<file path="src/rtl/mips_pkg.sv">
// Shared state/select encodings and reset defaults for the multi-cycle MIPS sequencer.
// The TRAP state and trap next-PC select only exist when MIPS_MC_EXC_EN is defined.
package mips_pkg;

   localparam logic [31:0] RESET_PC_DEF = 32'h0000_3000;
   localparam logic [31:0] EXC_VEC_DEF  = 32'h0000_4180;

   typedef enum logic [2:0] {
      ST_FETCH,
      ST_DECODE,
      ST_EXEC,
      ST_MEM,
      ST_WB
`ifdef MIPS_MC_EXC_EN
      , ST_TRAP
`endif
   } state_e;

   typedef enum logic [1:0] {
      NPC_PLUS4,
      NPC_BRANCH,
      NPC_JUMP
`ifdef MIPS_MC_EXC_EN
      , NPC_TRAP
`endif
   } npc_sel_e;

endpackage

</file>
<file path="src/rtl/mips_npc.sv">
// Next-PC selection: sequential, conditional branch, J-type jump and (with MIPS_MC_EXC_EN) trap vector.
module mips_npc
   import mips_pkg::*;
#(
   parameter int                ADDR_W  = 32,
   parameter logic [ADDR_W-1:0] EXC_VEC = ADDR_W'(EXC_VEC_DEF)
) (
   input  logic [ADDR_W-1:0] pc,
   input  npc_sel_e          sel,
   input  logic              alu_zero,
   input  logic [31:0]       br_offset,
   input  logic [25:0]       jump_index,
   output logic [ADDR_W-1:0] npc
);

   logic [ADDR_W-1:0] pc_plus4;
   logic [ADDR_W-1:0] br_disp;

`ifndef MIPS_MC_EXC_EN
   logic [ADDR_W-1:0] unused_exc_vec;
   assign unused_exc_vec = EXC_VEC;
`endif

   // All sums are ADDR_W wide, so wrap-around past the top of the address space is silent.
   always_comb begin
      pc_plus4 = pc + ADDR_W'(4);
      br_disp  = ADDR_W'($signed(br_offset)) << 2;
      npc      = pc_plus4;
      case (sel)
         NPC_BRANCH: if (alu_zero) npc = pc_plus4 + br_disp;
         NPC_JUMP:   npc = {pc_plus4[ADDR_W-1:28], jump_index, 2'b00};
`ifdef MIPS_MC_EXC_EN
         NPC_TRAP:   npc = EXC_VEC;
`endif
         default:    npc = pc_plus4;
      endcase
   end

endmodule

</file>
<file path="src/rtl/mips_mc_seq.sv">
// Multi-cycle MIPS control sequencer (FETCH/DECODE/EXEC/MEM/WB) around an external decoder, ALU and memory.
// Define MIPS_MC_EXC_EN to add the one-cycle TRAP state and the epc register.
module mips_mc_seq
   import mips_pkg::*;
#(
   parameter int                ADDR_W   = 32,
   parameter logic [ADDR_W-1:0] RESET_PC = ADDR_W'(RESET_PC_DEF),
   parameter logic [ADDR_W-1:0] EXC_VEC  = ADDR_W'(EXC_VEC_DEF)
) (
   input  logic              clk,
   input  logic              rst,
   output logic              mem_req,
   output logic              mem_we,
   output logic [ADDR_W-1:0] mem_addr,
   output logic [31:0]       mem_wdata,
   input  logic              mem_ack,
   input  logic [31:0]       mem_rdata,
   output logic [31:0]       ir,
   output logic [ADDR_W-1:0] pc,
   input  logic              dec_reg_write,
   input  logic              dec_mem_read,
   input  logic              dec_mem_write,
   input  logic              dec_mem2reg,
   input  logic              dec_branch,
   input  logic              dec_jump,
   input  logic              dec_exception,
   input  logic [31:0]       br_offset,
   input  logic [25:0]       jump_index,
   input  logic [31:0]       alu_out,
   input  logic              alu_zero,
   input  logic [31:0]       rt_val,
   output logic              rf_we,
   output logic [31:0]       rf_wdata,
   output logic              retire
);

   state_e            state_q, state_d;
   logic [ADDR_W-1:0] pc_q, pc_d, npc;
   logic [31:0]       ir_q, ir_d, mdr_q, mdr_d, alu_q, alu_d;
   logic              store_q, store_d;
   logic              pc_load, mem_op;
   npc_sel_e          npc_sel;

`ifdef MIPS_MC_EXC_EN
   logic [ADDR_W-1:0] epc_q, epc_d;
   logic              exc_take;
   assign exc_take = dec_exception | (mem_op & (alu_out[1:0] != 2'b00));
`else
   logic              unused_exc;
   assign unused_exc = dec_exception;
`endif

   assign mem_op    = dec_mem_read | dec_mem_write;
   assign mem_wdata = rt_val;
   assign ir        = ir_q;
   assign pc        = pc_q;
   assign pc_d      = pc_load ? npc : pc_q;

   mips_npc #(
      .ADDR_W     (ADDR_W),
      .EXC_VEC    (EXC_VEC)
   ) u_npc (
      .pc         (pc_q),
      .sel        (npc_sel),
      .alu_zero   (alu_zero),
      .br_offset  (br_offset),
      .jump_index (jump_index),
      .npc        (npc)
   );

   // Next-state and strobes. alu_q doubles as the data address and the write-back ALU result.
   always_comb begin
      state_d  = state_q;
      ir_d     = ir_q;
      mdr_d    = mdr_q;
      alu_d    = alu_q;
      store_d  = store_q;
      pc_load  = 1'b0;
      npc_sel  = NPC_PLUS4;
      mem_req  = 1'b0;
      mem_we   = 1'b0;
      mem_addr = pc_q;
      rf_we    = 1'b0;
      rf_wdata = dec_mem2reg ? mdr_q : alu_q;
      retire   = 1'b0;
`ifdef MIPS_MC_EXC_EN
      epc_d    = epc_q;
`endif
      case (state_q)
         ST_FETCH: begin
            mem_req = 1'b1;
            if (mem_ack) begin
               ir_d    = mem_rdata;
               state_d = ST_DECODE;
            end
         end
         ST_DECODE: state_d = ST_EXEC;
         ST_EXEC: begin
            alu_d   = alu_out;
            store_d = dec_mem_write;
`ifdef MIPS_MC_EXC_EN
            if (exc_take) begin
               state_d = ST_TRAP;
            end else
`endif
            if (dec_branch || dec_jump) begin
               npc_sel = dec_branch ? NPC_BRANCH : NPC_JUMP;
               pc_load = 1'b1;
               retire  = 1'b1;
               state_d = ST_FETCH;
            end else if (mem_op) begin
               state_d = ST_MEM;
            end else begin
               state_d = ST_WB;
            end
         end
         ST_MEM: begin
            mem_req  = 1'b1;
            mem_we   = store_q;
            mem_addr = ADDR_W'({alu_q[31:2], 2'b00});
            if (mem_ack) begin
               if (store_q) begin
                  pc_load = 1'b1;
                  retire  = 1'b1;
                  state_d = ST_FETCH;
               end else begin
                  mdr_d   = mem_rdata;
                  state_d = ST_WB;
               end
            end
         end
         ST_WB: begin
            rf_we   = dec_reg_write;
            pc_load = 1'b1;
            retire  = 1'b1;
            state_d = ST_FETCH;
         end
`ifdef MIPS_MC_EXC_EN
         ST_TRAP: begin
            epc_d   = pc_q;
            npc_sel = NPC_TRAP;
            pc_load = 1'b1;
            state_d = ST_FETCH;
         end
`endif
         default: state_d = ST_FETCH;
      endcase
      // While rst is held nothing may be requested, written or retired, even though state is FETCH.
      if (rst) begin
         mem_req = 1'b0;
         mem_we  = 1'b0;
         rf_we   = 1'b0;
         retire  = 1'b0;
      end
   end

   always_ff @(posedge clk) begin
      if (rst) begin
         state_q <= ST_FETCH;
         pc_q    <= RESET_PC;
         ir_q    <= '0;
         mdr_q   <= '0;
         alu_q   <= '0;
         store_q <= 1'b0;
`ifdef MIPS_MC_EXC_EN
         epc_q   <= '0;
`endif
      end else begin
         state_q <= state_d;
         pc_q    <= pc_d;
         ir_q    <= ir_d;
         mdr_q   <= mdr_d;
         alu_q   <= alu_d;
         store_q <= store_d;
`ifdef MIPS_MC_EXC_EN
         epc_q   <= epc_d;
`endif
      end
   end

endmodule

</file>
<file path="config.mk">
export PLATFORM = sky130hd
export DESIGN_NAME = mips_mc_seq
export DESIGN_NICKNAME = d
export VERILOG_FILES = /design/src/rtl/mips_pkg.sv /design/src/rtl/mips_npc.sv /design/src/rtl/mips_mc_seq.sv
export SDC_FILE = /design/constraint.sdc
export NUM_CORES = 1
export LEC_CHECK = 0
export ABC_AREA = 1
export CORE_ASPECT_RATIO = 0.7
export CORE_MARGIN = 2
export CORE_UTILIZATION = 50
export CTS_CLUSTER_SIZE = 12
export DETAILED_ROUTE_END_ITERATION = 10
export PLACE_DENSITY = 0.87
export SYNTH_ARGS = -nofsm -noshare
export SYNTH_HDL_FRONTEND = slang
export SYNTH_SLANG_ARGS = --single-unit
</file>
<file path="constraint.sdc">
create_clock -name clk -period 5.26 [get_ports clk]
set_input_delay 1.052 -clock clk [delete_from_list [all_inputs] [get_ports clk]]
set_output_delay 1.052 -clock clk [all_outputs]
set_load 0.02 [all_outputs]
</file>
; ---- Word level (Yosys, flattened, before mapping)
; Index checks and enable logic that the tools add are counted.
; Widths: inputs -> output; s select.
[totals]
ff_bits = 132
latchBits = 0
mem_bits_rw = 0
rom_bits = 0
in_bits = 165
out_inout_bits = 164
word_cells = 48
n_memories = 0
[op_classes]
n_addsub = 2
n_mul = 0
div = 0
n_lt_le_gt_ge = 0
n_eq_ne = 8
shifts = 0
n_mux = 24
bitwise = 2
reduce_logical = 6
[ops]
columns = cell, count
row1 = $mux 32, 3
row2 = $pmux 32 s2, 1
row3 = $add 32x3->32 const B, 1
row4 = $add 32x32->32, 1
row5 = $mux 3, 5
row6 = $pmux 3 s4, 1
row7 = $mux 1, 10
row8 = $eq 3x2->1 const B, 2
row9 = $mux 2, 3
row10 = $ne 2x2->1 const B, 2
row11 = $reduce_and 2->1, 2
row12 = $eq 3x1->1 const B, 1
row13 = $eq 3x3->1 const B, 1
row14 = $logic_not 3->1, 1
row15 = $pmux 1 s3, 1
row16 = $reduce_and 3->1, 1
row17 = $eq 2x1->1 const B, 1
row18 = $eq 2x2->1 const B, 1
row19 = $reduce_or 2->1, 1
row20 = $logic_or 1x1->1, 1
row21 = $not 1->1, 1
row22 = $or 1x1->1, 1

; ---- Longest topological paths before layout
; Gate-level depths: netlist of run 1.
[logic_depth]
word_depth = 5
depth_mapped = 24
mapped_depth_nobuf = 24

; ---- Cells and area by module
; Synthesis of run 1 repeated with hierarchy kept, for this count alone.
[hier_totals]
hier_cells = 1688
hier_area_um2 = 9899.5
[modules_own_cells]
columns = module, n_inst, cells_each, area_per_inst_um2, seq_area_each_um2
row1 = mips_mc_seq, 1, 905, 6115.9, 2642.5
row2 = mips_npc, 1, 783, 3783.6, 0.0

; ---- Least setup slack after synthesis of run 1
; No wires, ideal clock.
[synth_timing]
path_type = input -> output
start = input dec_mem2reg
end = output rf_wdata[23]
t_arrival_ns = 1.904
required_time_ns = 4.208
path_slack_ns = 2.304
cell_stages = 3
path_buffers = 2
path_cell_list = clkbuf_1 -> clkbuf_1 -> o21ai_0
[synth_between]
elab_chain_len = 1
[synth_lines]
columns = item, line
row1 = from (decl), mips_mc_seq.sv:23  ; input logic dec_mem2reg,
row2 = $mux 32, mips_mc_seq.sv:84  ; rf_wdata = dec_mem2reg ? mdr_q : alu_q;
row3 = to (decl), mips_mc_seq.sv:33  ; output logic [31:0] rf_wdata,
; Every way passes these cells.

; ---- Worst setup path in the final report of run 1
[layout_timing]
start = input dec_jump
end = output retire
[layout_between]
elab_chain_len = 4
[layout_lines]
columns = item, line
row1 = from (decl), mips_mc_seq.sv:25  ; input logic dec_jump,
row2 = $logic_or 1x1->1, mips_mc_seq.sv:106  ; if (dec_branch || dec_jump) begin
row3 = $mux 1, mips_mc_seq.sv:106
row4 = $pmux 1 s3, mips_mc_seq.sv:89  ; case (state_q)
row5 = $mux 1, mips_mc_seq.sv:149  ; if (rst) begin
row6 = to (decl), mips_mc_seq.sv:34  ; output logic retire
; Every way passes these cells.

==> results of run 1 <==
[registers in the layout (all words and copies together) (netlist names)]
signal,cells
alu_q,32
ir,32
store_q,1
state_q,3
mdr_q,32
pc,30
[per-stage QoR]
stage	total power [mW]	utilization (%)	cells	instance area, sq um
finish	2.94	68.1	2025	12400
global route	3.06	68.1	2025	12400
CTS	2.94	68.1	2025	12400
detailed placement	1.74	64.8	1993	11800
global placement	1.73	64.8	1993	11800
floorplan	1.48	-	1591	9450
[worst min-delay path: cells and delay by family, from the launching register on]
family | cells | cell delay (ps)
buffers and inverters | 1 | 40
flip-flops | 1 | 310
AO/OA/AOI/OAI | 1 | 50
[where the power goes]
part | total, mW | switching, mW | leakage [nW] | internal (mW)
logic | 0.649 | 0.375 | 4.08 | 0.274
registers | 1.08 | 0.0377 | 1.06 | 1.05
clock network | 1.21 | 0.476 | 0.283 | 0.735
[synth_stat cells, types with 9 or more instances]
library cell / n
nand2_1: 409
inv_1: 233
o21ai_0: 197
nor2_1: 153
a21oi_1: 142
dfxtp_1: 130
nand3_1: 74
clkbuf_1: 55
buf_4: 39
ha_1: 37
nor3_1: 14
o21ai_1: 14
nand2_2: 12
xor2_1: 9
[worst max path at each step]
stage,startpoint,end,slack (ps),depth (start not counted)
floorplan,dec_mem2reg,rf_wdata[23],2300,3
global placement,dec_jump,retire,1080,8
detailed placement,dec_jump,retire,1060,8
CTS,dec_jump,retire,1050,8
global route,dec_jump,retire,950,8
finish,dec_jump,retire,1020,8
[area by class of cell]
class                      count  area (sq um)  share of cell area, %
timing repair buffer         264          2620                   21.1
inverter                     242           908                   7.30
sequential                   130          2600                   20.9
multi-input combinational   1121          5420                   43.5
tap                          236           295                   2.37
clock inverter                12           145                   1.17
clock buffer                  20           457                   3.67
[cell families (layout without fill, tap and decap cells)]
family,after synthesis,after routing,synth area share [%]
buffers and inverters,340,538,15.2
other,1,4,0.0397
AND/OR/NAND/NOR,687,687,30.1
XOR/XNOR,14,14,1.30
flip-flops,130,130,27.6
adder cells (fa/ha/maj),38,38,5.12
AO/OA/AOI/OAI,378,378,20.6
[routing by layer]
| metal | wire length [um] | up-vias |
|---|---|---|
| li1 | - | 5407 |
| met1 | 14600 | 4974 |
| met2 | 14400 | 591 |
| met3 | 4060 | 40 |
| met4 | 403 | 0 |
| met5 | 0 | - |
==> results.sh, run 1 <==
export IMPL_outcome="completed"
export IMPL_yosys_cell_types_count=40
export IMPL_r2r_start="pc[3]"
export IMPL_cts_resized=0
export IMPL_fillers=1629
export IMPL_firstDrtPassIters=6
export IMPL_crit_type="in2out"
export IMPL_netlist_instances=1588
export IMPL_cts_tree="done"
export IMPL_dieArea_sq_um=20000
export IMPL_crit_top_cell="clkdlybuf4s50_1"
export IMPL_htree_levels=4
export IMPL_grt_pass1_vias=9824
export IMPL_leakagePower_nw=5.42
export IMPL_fin_tns_setup_ps=0
export IMPL_grtUsageMet1_pct=45.5
export IMPL_n_antenna_cell=0
export IMPL_wl_per_cell_um=16.5
export IMPL_hold_path_startpoint="ir[0]"
export IMPL_cts_hold_buffers=0
export IMPL_synth_area_leaders="dfxtp_1, nand2_1, o21ai_0"
export IMPL_arrival_ps=3190
export IMPL_clk_path_buf_depth=2
export IMPL_synth_top_area_cell="dfxtp_1"
export IMPL_antenna_found_initial=0
export IMPL_synth_avg_cell_area_sq_um=5.94
export IMPL_synth_edff_count=0
export IMPL_post_place_ws_ps=1060
export IMPL_whs_ps=444
export IMPL_top_usage_layer="met2"
export IMPL_start_util_pct=51.7
export IMPL_hold_depth=2
export IMPL_gr_usage_all_layers_pct=32.5
export IMPL_final_common_cell="nand2_1"
export IMPL_clk_pin_slew_ps=60
export IMPL_die_h_um=119
export IMPL_peakVddDrop_mv=0.166
export IMPL_worstSetupStartpointType="input port"
export IMPL_ant_nets=0
export IMPL_layout_setup_ws_ps=1020
export IMPL_fp_dieW_um=168
export IMPL_r2r_cells=20
export IMPL_cap_violations=0
export IMPL_critPathSlowestCell="clkdlybuf4s50_1"
export IMPL_synthFlopType="dfxtp_1"
export IMPL_io_pins=329
export IMPL_drive_gt1_share_pct=4.30
export IMPL_hold_end="ir[0]"
export IMPL_syn_cell_area_sq_um=9440
export IMPL_row_count=41
export IMPL_synth_seq_cells=130
export IMPL_fmax_ghz=0.236
export IMPL_io_buffers=257
export IMPL_rsz0062_at_grt="false"
export IMPL_crit_fanout=19
export IMPL_final_hold_viol_count=0
export IMPL_crit_path_max_incr_delay_ps=630
export IMPL_holdCritPathClass="reg2reg"
export IMPL_final_cell_mix="nand2_1, clkdlybuf4s50_1, inv_1, o21ai_0, nor2_1"
export IMPL_synthArstFlopShare_pct=0
export IMPL_grt_pass1_wl_mm=51.5
export IMPL_nNetsFinal=1979
export IMPL_met3_usage_pct=9.70
export IMPL_grt_overflow=0
export IMPL_critPathBufInv=4
export IMPL_numClockSinks=130
export IMPL_ys_warnings_count=0
export IMPL_drc_errors=0
export IMPL_cts_buffers_inserted=17
export IMPL_worstPathCellList="clkdlybuf4s50_1 > nor2_1 > inv_1 > nand2_1 > nand2_2 > nand2_4 > inv_2 > clkdlybuf4s50_1"
export IMPL_reg2reg_slack_ps=1680
export IMPL_relSlewSlack_pct=25.1
export IMPL_vias=11012
export IMPL_vias_per_cell=5.44
export IMPL_synth_top_cell_area_share_pct=27.6
export IMPL_rr_endpoint="pc[25]"
export IMPL_power_density_nw_per_um2=237
export IMPL_cts_setup_buffers=0
export IMPL_crit_family="buffers and inverters"
export IMPL_drt_total_wl_mm=33.5
export IMPL_core_area_sq_um=18300
export IMPL_area_growth_pct=31.9
export IMPL_max_slew_worst_pin_slew_ps=1120
export IMPL_drv_slew=0
export IMPL_gp_congestion=0.980
export IMPL_end_kind="primary output"
export IMPL_crit_required_ps=4210
export IMPL_fin_crit_ps=4240
export IMPL_grt_max_degree=105
export IMPL_setup_viol=0
export IMPL_clock_latency_ps=410
export IMPL_skew_ps=14.5
export IMPL_finalCritPeriodShare_pct=80.6
export IMPL_grt_util_met2_pct=49.9
export IMPL_seq_area_frac_synth_pct=27.6
export IMPL_drt_initial_drc_count=1455
export IMPL_ctsRootBufferMaster="clkbuf_16"
export IMPL_hpwl_mm=25.9
Power figures use the tool's default switching activity.
==> inputs of run 2 (changes only) <==
CORE_UTILIZATION = 42   (was 50)
PLACE_DENSITY = 0.78   (was 0.87)
clock period = 3.7 ns   (was 5.26 ns; I/O delays follow)
==> run 2 against run 1 <==
First-iteration DRC count is 28% lower. Clock skew about the same. Via count down 1.8%. Die area is 18% higher. Highest routed layer unchanged.
==> results.sh, run 2 (same netlist as run 1, synthesis figures left out) <==
export IMPL_outcome="completed"
export IMPL_die_h_um=129
export IMPL_core_area_sq_um=21800
export IMPL_fin_crit_ps=3450
export IMPL_arrival_ps=3760
export IMPL_grt_pass1_vias=9754
export IMPL_post_place_ws_ps=384
export IMPL_worst_path_stages=21
export IMPL_nNetsFinal=1990
export IMPL_cts_hold_buffers=0
export IMPL_reg2reg_slack_ps=250
export IMPL_cap_violations=0
export IMPL_hold_depth=2
export IMPL_antenna_found_initial=0
export IMPL_drv_slew=0
export IMPL_peakVddDrop_mv=0.308
export IMPL_grt_max_degree=105
export IMPL_critPathBufInv=2
export IMPL_crit_path_max_incr_delay_ps=580
export IMPL_start_util_pct=43.2
export IMPL_io_buffers=257
export IMPL_drc_errors=0
export IMPL_vias=10816
export IMPL_layout_setup_ws_ps=250
export IMPL_dieArea_sq_um=23700
export IMPL_setup_viol=0
export IMPL_crit_fanout=6
export IMPL_max_slew_worst_pin_slew_ps=1060
export IMPL_cts_tree="done"
export IMPL_cts_buffers_inserted=17
export IMPL_ant_nets=0
export IMPL_skew_ps=14.2
export IMPL_final_hold_viol_count=0
export IMPL_clk_pin_slew_ps=60
export IMPL_clock_latency_ps=410
export IMPL_drt_initial_drc_count=1043
export IMPL_hpwl_mm=27.0
export IMPL_holdCritPathClass="reg2reg"
export IMPL_firstDrtPassIters=5
export IMPL_fmax_ghz=0.290
export IMPL_grt_overflow=0
export IMPL_ctsRootBufferMaster="clkbuf_16"
export IMPL_relSlewSlack_pct=29.1
export IMPL_fp_dieW_um=183
export IMPL_area_growth_pct=33.3
export IMPL_fin_tns_setup_ps=0
export IMPL_n_antenna_cell=0
export IMPL_crit_family="simple AND/OR/NAND/NOR gates"
export IMPL_power_density_nw_per_um2=327
export IMPL_crit_top_cell="nand2_1"
export IMPL_htree_levels=4
export IMPL_worstPathCellList="nand2_1 > nor2_1 > nand2_2 > inv_2 > nand3_1 > nor2_1 > nand2_1 > nand2_1 > inv_1 > ha_1 > nand2_1 > nor2_1 > nand2_1 > nor3_1 > nand2_1 > nand4_1 > nand3_1 > nand2_1 > nand2_1 > nand2_1 > nand2_1"
export IMPL_crit_end="pc[27]"
export IMPL_r2r_start="pc[10]"
export IMPL_drive_gt1_share_pct=5.11
export IMPL_final_cell_mix="nand2_1, clkdlybuf4s50_1, inv_1, o21ai_0, nor2_1"
export IMPL_startpoint="pc[10]"
export IMPL_drt_total_wl_mm=33.9
export IMPL_vias_per_cell=5.20
export IMPL_rr_endpoint="pc[27]"
export IMPL_end_kind="flip-flop"
export IMPL_final_common_cell="nand2_1"
export IMPL_wl_per_cell_um=16.3
export IMPL_r2r_cells=21
export IMPL_gp_congestion=0.967
export IMPL_finalCritPeriodShare_pct=93.3
export IMPL_row_count=45
export IMPL_numClockSinks=130
export IMPL_io_pins=329
export IMPL_leakagePower_nw=5.48
export IMPL_crit_type="reg2reg"
export IMPL_crit_required_ps=4010
export IMPL_worstSetupStartpointType="flip-flop"
export IMPL_gr_usage_all_layers_pct=27.9
export IMPL_critPathSlowestCell="dfxtp_1"
export IMPL_rsz0062_at_grt="false"
export IMPL_grt_pass1_wl_mm=51.8
export IMPL_clk_path_buf_depth=2
run 2: cell count changes in the layout (fill, tap and decap cells not counted), moves of 2 or more:
cell,before,now
inv_8,1,4
buf_4,7,17
bufinv_16,2,0
clkbuf_8,2,0
clkinvlp_4,4,2
clkinv_4,0,2
run 2: worst min-delay path by stage:
stage / from / slack (ps) / endpoint
global route: ir[30] / 460 / ir[30]
floorplan: alu_q[0] / 420 / alu_q[0]
global placement: ir[8] / 430 / ir[8]
CTS: ir[30] / 450 / ir[30]
detailed placement: ir[30] / 440 / ir[30]
finish: ir[30] / 440 / ir[30]
run 2: stage by stage:
| step | util (%) | power [mW] | cells | cell area (sq um) | hold slack (ps) |
|---|---|---|---|---|---|
| after global routing | 57.6 | 4.29 | 2082 | 12600 | 464 |
| final | 57.6 | 4.11 | 2082 | 12600 | 442 |
| after floorplan | - | 2.10 | 1591 | 9450 | 424 |
| after CTS | 57.5 | 4.13 | 2082 | 12600 | 446 |
| after detailed placement | 54.9 | 2.48 | 2050 | 12000 | 436 |
| after global placement | 54.9 | 2.47 | 2050 | 12000 | 432 |
run 2: worst reg2reg max path, delay by kind of cell, from the launching register on:
family	cells	cell delay [ps]
and+or+nand+nor	18	2220
buffers and inverters	2	190
DFF	1	580
adders and majority gates	1	350
run 2: repair_timing:
item / CTS / global route
buffers inserted: 0 / 0
setup endpoints to repair: 0 / 5
gates resized for setup: 0 / 3
run 2: layer usage:
layer / GRT usage, % / part of all wire (%) / vias up
li1: - / - / 5411
met1: 40.1 / 46 / 4901
met2: 42.0 / 42 / 492
met3: 8.57 / 12 / 12
met4: 4.00 / 0.40 / 0
met5: 0 / 0 / -
run 2: where the power goes:
| group | internal (mW) | switching [mW] | leakage (nW) |
|---|---|---|---|
| combinational | 0.398 | 0.528 | 4.15 |
| clock | 0.893 | 0.745 | 0.276 |
| sequential | 1.49 | 0.0545 | 1.06 |
run 2: final cells by class:
type / count / area (sq um)
multi-input cells: 1121 / 5430
repair buffers: 275 / 2720
well taps: 282 / 353
inverters: 242 / 908
clock inverters: 15 / 143
fillers: 2184 / 9270
flip-flops and latches: 130 / 2600
clock buffers: 17 / 425
==> inputs of run 3 (changes only) <==
SLEW_MARGIN = 20   (was default)
==> run 3 against run 2 <==
Clock power hardly changed. Sequential power about the same. Register-to-register slack is essentially flat. Power is essentially flat. Largest power group unchanged. Highest routed layer unchanged.
==> results.sh, run 3 (same netlist as run 1, synthesis figures left out) <==
export IMPL_n_antenna_cell=0
export IMPL_numClockSinks=130
export IMPL_dieArea_sq_um=23700
export IMPL_crit_end="pc[27]"
export IMPL_grt_overflow=0
export IMPL_crit_path_max_incr_delay_ps=580
export IMPL_rr_endpoint="pc[27]"
export IMPL_stdcell_count=2082
export IMPL_wl_met1_mm=15.5
export IMPL_dpl_cell_count=2050
export IMPL_vias=10792
export IMPL_grt_pass1_wl_mm=51.8
export IMPL_start_util_pct=43.2
export IMPL_wl_met3_mm=4.06
export IMPL_ant_nets=0
export IMPL_nNetsFinal=1990
export IMPL_vias_per_cell=5.18
export IMPL_cts_tree="done"
export IMPL_firstDrtPassIters=5
export IMPL_cap_violations=0
export IMPL_final_cell_mix="nand2_1, clkdlybuf4s50_1, inv_1, o21ai_0, nor2_1"
export IMPL_ctsRootBufferMaster="clkbuf_16"
export IMPL_htree_levels=4
export IMPL_drive_gt1_share_pct=5.11
export IMPL_grt_max_degree=105
export IMPL_holdCritPathClass="reg2reg"
export IMPL_worstPathCellList="nand2_1 > nor2_1 > nand2_2 > inv_2 > nand3_1 > nor2_1 > nand2_1 > nand2_1 > inv_1 > ha_1 > nand2_1 > nor2_1 > nand2_1 > nor3_1 > nand2_1 > nand4_1 > nand3_1 > nand2_1 > nand2_1 > nand2_1 > nand2_1"
export IMPL_wl_per_cell_um=16.2
export IMPL_cts_hold_buffers=0
export IMPL_reg2reg_slack_ps=250
export IMPL_clk_path_buf_depth=2
export IMPL_grt_pass1_vias=9754
export IMPL_skew_ps=13.0
export IMPL_fmax_ghz=0.290
export IMPL_end_kind="flip-flop"
export IMPL_crit_top_cell="nand2_1"
export IMPL_relSlewSlack_pct=41.8
export IMPL_dr_max_layer_used="met4"
export IMPL_fp_dieW_um=183
export IMPL_finalCritPeriodShare_pct=93.2
export IMPL_outcome="completed"
export IMPL_startpoint="pc[10]"
export IMPL_drv_slew=0
export IMPL_max_slew_worst_pin_slew_ps=872
export IMPL_cts_setup_buffers=0
export IMPL_post_place_ws_ps=384
export IMPL_drt_initial_drc_count=1050
export IMPL_peakVddDrop_mv=0.307
export IMPL_hpwl_mm=27.0
export IMPL_clock_latency_ps=410
export IMPL_crit_fanout=6
export IMPL_final_hold_viol_count=0
export IMPL_r2r_cells=21
export IMPL_area_growth_pct=33.4
export IMPL_cts_resized=0
export IMPL_gr_usage_all_layers_pct=27.9
export IMPL_hold_path_startpoint="ir[30]"
export IMPL_crit_required_ps=4010
export IMPL_gp_congestion=0.967
export IMPL_worstSetupStartpointType="flip-flop"
export IMPL_io_buffers=257
export IMPL_power_density_nw_per_um2=327
export IMPL_crit_type="reg2reg"
export IMPL_fin_crit_ps=3450
export IMPL_arrival_ps=3750
export IMPL_power_mw=4.11
export IMPL_leakagePower_nw=5.48
export IMPL_layout_setup_ws_ps=253
export IMPL_r2r_start="pc[10]"
export IMPL_final_common_cell="nand2_1"
export IMPL_rsz0062_at_grt="false"
export IMPL_io_pins=329
export IMPL_row_count=45
export IMPL_critPathSlowestCell="dfxtp_1"
export IMPL_met2WireLength_mm=14.1
export IMPL_drc_errors=0
export IMPL_cts_buffers_inserted=17
export IMPL_hold_depth=2
export IMPL_die_h_um=129
export IMPL_clk_pin_slew_ps=70
export IMPL_whs_ps=442
export IMPL_core_area_sq_um=21800
export IMPL_setup_viol=0
export IMPL_fin_tns_setup_ps=0
export IMPL_drt_total_wl_mm=33.8
export IMPL_antenna_found_initial=0
## run 3: cell counts in the layout (fill, tap and decap cells not counted)
Identical to the previous run, type by type.
## run 3: per-stage QoR
| step | util, % | instance area (sq um) |
|---|---|---|
| 2_1_floorplan | - | 9450 |
| 5_1_grt | 57.6 | 12600 |
| 6_report | 57.6 | 12600 |
| 4_1_cts | 57.5 | 12600 |
| 3_3_place_gp | 54.9 | 12000 |
| 3_5_place_dp | 54.9 | 12000 |
## run 3: worst max-delay path, delay by kind of cell, from the launching register on
family | cells | cell delay (ps)
flops | 1 | 580
buf+inv | 2 | 190
fa+ha+maj | 1 | 350
simple gates | 18 | 2220
## run 3: layer usage
metal / global-route usage, % / vias to the layer above
li1: - / 5411
met1: 40.1 / 4838
met2: 42.0 / 529
met3: 8.57 / 14
met4: 4.00 / 0
met5: 0 / -
## run 3: worst min-delay path by stage
stage          endpoint  slack, ps
6_report         ir[30]        440
5_1_grt          ir[30]        460
4_1_cts          ir[30]        450
3_5_place_dp     ir[30]        440
3_3_place_gp      ir[8]        430
2_1_floorplan  alu_q[0]        420
## run 3: cell type report
cell class	instances	area [sq um]
Multi-Input combinational cell	1121	5440
Clock buffer	17	425
Timing Repair Buffer	275	2720
Sequential cell	130	2600
Fill cell	2182	9260
Clock inverter	15	143
Inverter	242	908
Tap cell	282	353
## run 3: where the power goes
group          leakage (nW)  internal, mW  switching (mW)
clock                 0.276         0.894           0.749
sequential             1.06          1.49          0.0545
combinational          4.15         0.398           0.526
total                  5.48          2.78            1.33
